**src/rtl/multicycle_control_fsm.sv**
```systemverilog
// Main sequencing controller for the multicycle MIPS datapath: one state per
// datapath step, control outputs decoded from the current state.
module multicycle_control_fsm #(
   parameter int ENABLE_BNE = 1
) (
   input  logic       clk,
   input  logic       reset,
   input  logic [5:0] op,
   input  logic [5:0] funct,
   input  logic       zero,
   output logic       pc_en,
   output logic       iord,
   output logic       mem_write,
   output logic       ir_write,
   output logic       mem_to_reg,
   output logic       reg_dst,
   output logic       reg_write,
   output logic       alu_src_a,
   output logic [1:0] alu_src_b,
   output logic [1:0] pc_src,
   output logic [2:0] alu_control,
   output logic [3:0] state,
   output logic       illegal_op
);

   // state  | meaning
   // FETCH  | read instruction at PC, PC <= PC + 4
   // DECODE | branch target into ALUOut, dispatch on opcode
   // MEMADR | effective address for lw/sw
   // MEMRD  | data memory read
   // MEMWB  | load data into rt
   // MEMWR  | data memory write
   // EXEC   | R-type ALU operation
   // ALUWB  | R-type result into rd
   // BRANCH | compare registers, conditional PC <= ALUOut
   // ADDIEX | A + immediate
   // ADDIWB | addi result into rt
   // JUMP   | PC <= jump target
   typedef enum logic [3:0] {
      S_FETCH  = 4'd0,
      S_DECODE = 4'd1,
      S_MEMADR = 4'd2,
      S_MEMRD  = 4'd3,
      S_MEMWB  = 4'd4,
      S_MEMWR  = 4'd5,
      S_EXEC   = 4'd6,
      S_ALUWB  = 4'd7,
      S_BRANCH = 4'd8,
      S_ADDIEX = 4'd9,
      S_ADDIWB = 4'd10,
      S_JUMP   = 4'd11
   } state_t;

   localparam logic [5:0] OP_RTYPE = 6'b000000;
   localparam logic [5:0] OP_J     = 6'b000010;
   localparam logic [5:0] OP_BEQ   = 6'b000100;
   localparam logic [5:0] OP_BNE   = 6'b000101;
   localparam logic [5:0] OP_ADDI  = 6'b001000;
   localparam logic [5:0] OP_LW    = 6'b100011;
   localparam logic [5:0] OP_SW    = 6'b101011;

   localparam logic [1:0] ALUOP_ADD   = 2'b00;
   localparam logic [1:0] ALUOP_SUB   = 2'b01;
   localparam logic [1:0] ALUOP_FUNCT = 2'b10;

   localparam logic BNE_ON = (ENABLE_BNE != 0);

   state_t     r_state;
   state_t     w_state_next;
   state_t     w_dec_state;
   logic       w_pc_write;
   logic       w_branch;
   logic       w_branch_cond;
   logic       w_illegal;
   logic [1:0] w_aluop;

   always_ff @(posedge clk) begin
      if (reset) r_state <= S_FETCH;
      else       r_state <= w_state_next;
   end

   // While reset is held the datapath sees FETCH controls with all writes off.
   always_comb begin
      w_state_next = S_FETCH;
      w_dec_state  = reset ? S_FETCH : r_state;
      w_pc_write   = 1'b0;
      w_branch     = 1'b0;
      w_illegal    = 1'b0;
      w_aluop      = ALUOP_ADD;
      iord         = 1'b0;
      mem_write    = 1'b0;
      ir_write     = 1'b0;
      mem_to_reg   = 1'b0;
      reg_dst      = 1'b0;
      reg_write    = 1'b0;
      alu_src_a    = 1'b0;
      alu_src_b    = 2'b00;
      pc_src       = 2'b00;
      case (w_dec_state)
         S_FETCH: begin
            alu_src_b    = 2'b01;
            ir_write     = 1'b1;
            w_pc_write   = 1'b1;
            w_state_next = S_DECODE;
         end
         S_DECODE: begin
            alu_src_b = 2'b11;
            case (op)
               OP_LW, OP_SW: w_state_next = S_MEMADR;
               OP_RTYPE:     w_state_next = S_EXEC;
               OP_BEQ:       w_state_next = S_BRANCH;
               OP_BNE: begin
                  if (BNE_ON) w_state_next = S_BRANCH;
                  else        w_illegal    = 1'b1;
               end
               OP_ADDI:      w_state_next = S_ADDIEX;
               OP_J:         w_state_next = S_JUMP;
               default:      w_illegal    = 1'b1;
            endcase
         end
         S_MEMADR: begin
            alu_src_a    = 1'b1;
            alu_src_b    = 2'b10;
            w_state_next = (op == OP_SW) ? S_MEMWR : S_MEMRD;
         end
         S_MEMRD: begin
            iord         = 1'b1;
            w_state_next = S_MEMWB;
         end
         S_MEMWB: begin
            mem_to_reg = 1'b1;
            reg_write  = 1'b1;
         end
         S_MEMWR: begin
            iord      = 1'b1;
            mem_write = 1'b1;
         end
         S_EXEC: begin
            alu_src_a    = 1'b1;
            w_aluop      = ALUOP_FUNCT;
            w_state_next = S_ALUWB;
         end
         S_ALUWB: begin
            reg_dst   = 1'b1;
            reg_write = 1'b1;
         end
         S_BRANCH: begin
            alu_src_a = 1'b1;
            w_aluop   = ALUOP_SUB;
            pc_src    = 2'b01;
            w_branch  = 1'b1;
         end
         S_ADDIEX: begin
            alu_src_a    = 1'b1;
            alu_src_b    = 2'b10;
            w_state_next = S_ADDIWB;
         end
         S_ADDIWB: reg_write = 1'b1;
         S_JUMP: begin
            pc_src     = 2'b10;
            w_pc_write = 1'b1;
         end
         default: w_state_next = S_FETCH;
      endcase
      if (reset) begin
         ir_write   = 1'b0;
         mem_write  = 1'b0;
         reg_write  = 1'b0;
         w_pc_write = 1'b0;
         w_branch   = 1'b0;
         w_illegal  = 1'b0;
      end
   end

   always_comb begin
      w_branch_cond = 1'b0;
      if (op == OP_BEQ)               w_branch_cond = zero;
      else if (BNE_ON && op == OP_BNE) w_branch_cond = ~zero;
      pc_en = w_pc_write | (w_branch & w_branch_cond);
   end

   // Unknown funct codes fall back to add and still write back.
   always_comb begin
      alu_control = 3'b010;
      case (w_aluop)
         ALUOP_SUB: alu_control = 3'b110;
         ALUOP_FUNCT: begin
            case (funct)
               6'b100010: alu_control = 3'b110;
               6'b100100: alu_control = 3'b000;
               6'b100101: alu_control = 3'b001;
               6'b101010: alu_control = 3'b111;
               default:   alu_control = 3'b010;
            endcase
         end
         default: alu_control = 3'b010;
      endcase
   end

   assign state      = r_state;
   assign illegal_op = w_illegal;

endmodule

```
**config.mk**
```make
export PLATFORM = sky130hd
export DESIGN_NAME = multicycle_control_fsm
export DESIGN_NICKNAME = d
export VERILOG_FILES = /design/src/rtl/multicycle_control_fsm.sv
export SDC_FILE = /design/constraint.sdc
export NUM_CORES = 1
export LEC_CHECK = 0
export ABC_CLOCK_PERIOD_IN_PS = 5140
export CAP_MARGIN = 25
export CORE_AREA = 2 2 42 48
export CTS_BUF_LIST = sky130_fd_sc_hd__clkbuf_2 sky130_fd_sc_hd__clkbuf_4 sky130_fd_sc_hd__clkbuf_8
export DETAILED_ROUTE_END_ITERATION = 16
export DIE_AREA = 0 0 44 50
export PLACE_DENSITY = 0.84
export SYNTH_ARGS = -nofsm -noshare
export SYNTH_HDL_FRONTEND = slang
export SYNTH_SLANG_ARGS = --single-unit
```
**constraint.sdc**
```tcl
create_clock -name clk -period 5.14 [get_ports clk]
set_input_delay 0.771 -clock clk [delete_from_list [all_inputs] [get_ports clk]]
set_output_delay 0.771 -clock clk [all_outputs]
set_load 0.05 [all_outputs]
```
=== Word level (Yosys, flattened, before mapping) ===
Cells that the tools add are included.

* Equality and inequality tests: 23
* Mux-type cells: 28
* Bitwise logic cells: 3
* Reductions and logical operators: 10

{| class="wikitable"
|+ Operators by type and width
! cell !! number
|-
| equality test 6 bit, second input constant || 6
|-
| case mux 4 bit (6 select lines) || 1
|-
| case mux 4 bit (5 select lines) || 1
|-
| 2-to-1 mux 1 bit || 19
|-
| equality test 4 x 3 -> 1 bit, second input constant || 4
|-
| equality test 4 bit, second input constant || 4
|-
| equality test 6 x 3 -> 1 bit, second input constant || 2
|-
| case mux 3 bit (4 select lines) || 1
|-
| OR reduction 2 bit || 5
|-
| equality test 4 x 2 -> 1 bit, second input constant || 2
|-
| case mux 2 bit (2 select lines) || 2
|-
| OR reduction 7 bit || 1
|-
| equality test 6 x 2 -> 1 bit, second input constant || 1
|-
| equality test 6 x 4 -> 1 bit, second input constant || 1
|-
| logical NOT 6 bit || 1
|-
| case mux 2 bit (3 select lines) || 1
|-
| case mux 3 bit (2 select lines) || 1
|-
| equality test 4 x 1 -> 1 bit, second input constant || 1
|-
| logical NOT 4 bit || 1
|-
| 2-to-1 mux 4 bit || 1
|-
| OR reduction 4 bit || 1
|-
| 2-to-1 mux 3 bit || 1
|-
| OR reduction 3 bit || 1
|-
| equality test 2 x 1 -> 1 bit, second input constant || 1
|-
| other kinds (4) || 4
|}

* Register bits after elaboration: 4
* Output and inout port bits: 20
* Word-level logic and storage cells: 65

=== Depth between registers and ports, before layout ===
* Word-level depth: 6
* Mapped depth: 7

=== Worst setup path before layout ===
No wires, ideal clock.

* Path kind: input to output
* Start: input reset
* End: output alu_control[0]
* Data arrival time: 2780 ps
* Path slack: 1589 ps
* Cell stages on the path: 5
* Buffers on the path: 1
* Cells stage by stage: clkbuf_1 > nand2b_1 > nand2b_1 > ha_1 > nor3_1

* Word-level cells in the longest chain between the ends: 5
* Elaborated cells between the ends (all ways): 7
* Those cells by class: 4 x eq/ne; 3 x mux

{| class="wikitable"
|+ RTL lines
! item !! line !! RTL
|-
| start: declaration || 7 || <nowiki>input logic reset,</nowiki>
|-
| 2-to-1 mux 4 bit (*) || 85 || <nowiki>w_dec_state = reset ? S_FETCH : r_state;</nowiki>
|-
| equality test 4 bit / equality test 4 x 3 -> 1 bit (equally long branches) || 99 || <nowiki>case (w_dec_state)</nowiki>
|-
| case mux 2 bit (2 select lines) (*) || 99 ||
|-
| equality test 2 bit / equality test 2 x 1 -> 1 bit (equally long branches) || 185 || <nowiki>case (w_aluop)</nowiki>
|-
| case mux 3 bit (2 select lines) (*) || 185 ||
|-
| end: declaration || 21 || <nowiki>output logic [2:0] alu_control,</nowiki>
|}

Every way passes the cells marked *; elsewhere a longest branch is shown, timed or not.

=== Worst setup path after layout ===
Ends and elaborated chain as after synthesis.

==> impl_metrics.yaml <==
yosys:
  synth_nets: 102
  synthCells: 84
  synth_flop_cell: "dfxtp_1"
  yosysUniqueCellTypes: 41
  synth_top_area_share_pct: 13.3
  syn-cell-area_um2: 602
  ys_ff_latch: 4
  synth_seq_area_share_pct: 13.3
  syn_area_per_cell_um2: 7.16
  yosysWarnings: 0
  netlist_top_cells_area: "dfxtp_1 13%, ha_1 6.2%, nor3b_1 5.0%"
  synth_top_cell_by_area: "dfxtp_1"
  synth-edff-count: 0
  ys_async_sr_fraction_pct: 0
grt:
  gr-usage-met3_pct: 7.33
  grt_use_met2_pct: 28.9
  grt_remaining_overflow: 0
  grt_util_met1_pct: 18.6
  grt_pass1_wl_um: 2840
  grt_busiest_layer: "met2"
  grt_pass1_vias: 673
  grt_max_degree: 17
  globalRouteTotalUtil_pct: 16.7
  antenna_found_initial: 0
clock_network:
  cts_resized: 0
  htreeDepth: 1
  postCtsSetupBuffers: 0
  cts_tree: "yes"
  ctsHoldBuffers: 0
  clockRootBuffer: "clkbuf_4"
  clk_latency_ns: 0.23
  cts.sinks: 4
  clock_path_buffers: 2
  cts_buffers: 3
  clkTransAtPathRegs_ns: 0.03
pwr:
  pwr-share-clk_pct: 30.2
  p_int_w: 0.0000822
  p_per_area_nw_per_um2: 131
  p_sw_share_pct: 35.0
  combPwrFrac_pct: 41.5
  p_leak_nw: 0.338
  p_switching_w: 0.0000442
  peakVddDrop_mv: 0.120
  power_frac_seq_pct: 28.3
timing:
  worst_slew_pin_slew_ns: 0.537
  slew_headroom_pct: 64.1
  holdWs_ns: 0.695
  finalHoldViolCount: 0
  setup_viol: 0
  finalCritPeriodShare_pct: 79.9
  period_minus_slack_ns: 4.11
  fmax_mhz: 244
  tns_ns: 0
  drv_slew: 0
  rsz0062_at_grt: "no"
  finalClockSkew_ns: 0.00282
setup_path:
  cp-start-kind: "input pin"
  critPathKind: "in -> out"
  crit_slowest_cell: "clkdlybuf4s50_1"
  crit_path_end_kind: "primary output"
  cp.required_ns: 4.37
  cpMostUsedCell: "clkdlybuf4s50_1"
  worstPathMaxFanout: 12
  arrival_ns: 3.33
  timing.critical_path.cells: "clkdlybuf4s50_1 > nor2_1 > nand3_1 > inv_1 > ha_1 > nor3_1 > clkdlybuf4s50_1"
  cp_slowest_stage_delay_ns: 0.83
cells_and_area:
  multi_input_area_um2: 480
  largest_reg_flops: 4
  diodes: 0
  layout.nets: 135
  ff_latch_area_um2: 80.1
  drive_gt1_share_pct: 6.96
  fill_cells: 167
  area_delta_synth_final_pct: 60.3
  layout_common_cells: "34 x clkdlybuf4s50_1, 7 x nor2_1, 7 x nand2_1, 5 x inv_1, 5 x nor3_1"
  layout_commonest_cell: "clkdlybuf4s50_1"
  final_core_util_pct: 56.0
status:
  outcome: "completed"
placement:
  gp_congestion: 0.861
  dp.final_hpwl_um: 1360
  io_buffers: 34
drt:
  first_pass_iters: 4
  dr_total_vias: 750
  vias_per_cell: 5.64
  wirelength_um: 1700
  ant_nets: 0
  routedWlPerCell_um: 12.8
  drt_iter0_drc: 8
  drc: 0
floorplanning:
  core_um2: 1720
  initial_utilization_pct: 35.0
  die_x_um: 44
  row_count: 16
  num_io_pins: 35
  die-area_um2: 2200
  dieHeight_um: 50
run:
  max_cap_violations: 0
min_path:
  hold_path.class: "reg -> reg"
-- per-layer routing --
metal	vias up	share of wire (%)	routed length, µm
met5	-	0	0
met4	0	0	0
met3	0	9.3	158
met2	32	50	853
met1	341	40	684
li1	377	-	-
-- power groups by stage --
stage | Combinational [W] | Sequential (W) | Clock (W)
3_3_place_gp | 0.0000521 | 0.0000362 | 0
6_report | 0.0000524 | 0.0000358 | 0.0000382
3_5_place_dp | 0.0000525 | 0.0000362 | 0
5_1_grt | 0.0000558 | 0.0000362 | 0.0000446
2_1_floorplan | 0.0000285 | 0.0000372 | 0
4_1_cts | 0.0000527 | 0.0000357 | 0.0000411
-- per-stage QoR --
stage | setup slack (ns) | instance area (µm²) | power (W) | std cells
after floorplan | 1.59 | 602 | 0.0000657 | 84
after global placement | 1.11 | 942 | 0.0000884 | 130
after detailed placement | 1.05 | 942 | 0.0000886 | 130
after CTS | 1.04 | 965 | 0.000129 | 133
after global routing | 0.825 | 965 | 0.000137 | 133
final | 1.03 | 965 | 0.000126 | 133
-- layout make-up --
cell class	instances	share of cell area (%)
flip-flops and latches	4	8.30
multi-input cells	69	49.8
clock buffers	3	2.33
inverters	5	1.95
well taps	18	2.33
repair buffers	34	35.3
-- synth_stat cells (2+ instances only) --
master / instances
dfxtp_1: 4
nand2b_1: 2
a311oi_1: 2
nor3_1: 5
o21ai_0: 2
xnor2_1: 2
nand3_1: 2
nand4_1: 2
ha_1: 3
a31oi_1: 2
nor4_1: 4
nor4b_1: 2
clkbuf_1: 5
inv_1: 5
nand2_1: 7
nor3b_1: 4
nor2_1: 7
-- critical path, delay by kind of cell --
family,cells,cell delay [ns]
buffers and inverters,3,1.57
and+or+nand+nor,3,0.73
adders and majority gates,1,0.26
-- path summary, 6_finish.rpt --
| path | startpoint | cells after the start | slack [ns] | end |
|---|---|---|---|---|
| worst max-delay path | reset | 7 | 1.03 | alu_control[0] |
| worst min-delay path | state[0] | 2 | 0.69 | state[3] |
| worst max register to register | state[1] | 3 | 3.57 | state[1] |
| worst min register to register | state[0] | 2 | 0.69 | state[3] |
-- cells by family (layout without fill, tap and decap cells) --
group	Yosys count	in the layout	share of synthesized area (%)
buffers and inverters	11	42	6.86
AOI/OAI and AO/OA	17	17	24.5
DFF	4	4	13.3
adders and majority gates	3	3	6.24
and+or+nand+nor	46	46	44.7
xor gates and xnor gates	3	3	4.37
No activity file was read; power rests on OpenSTA's default activity.
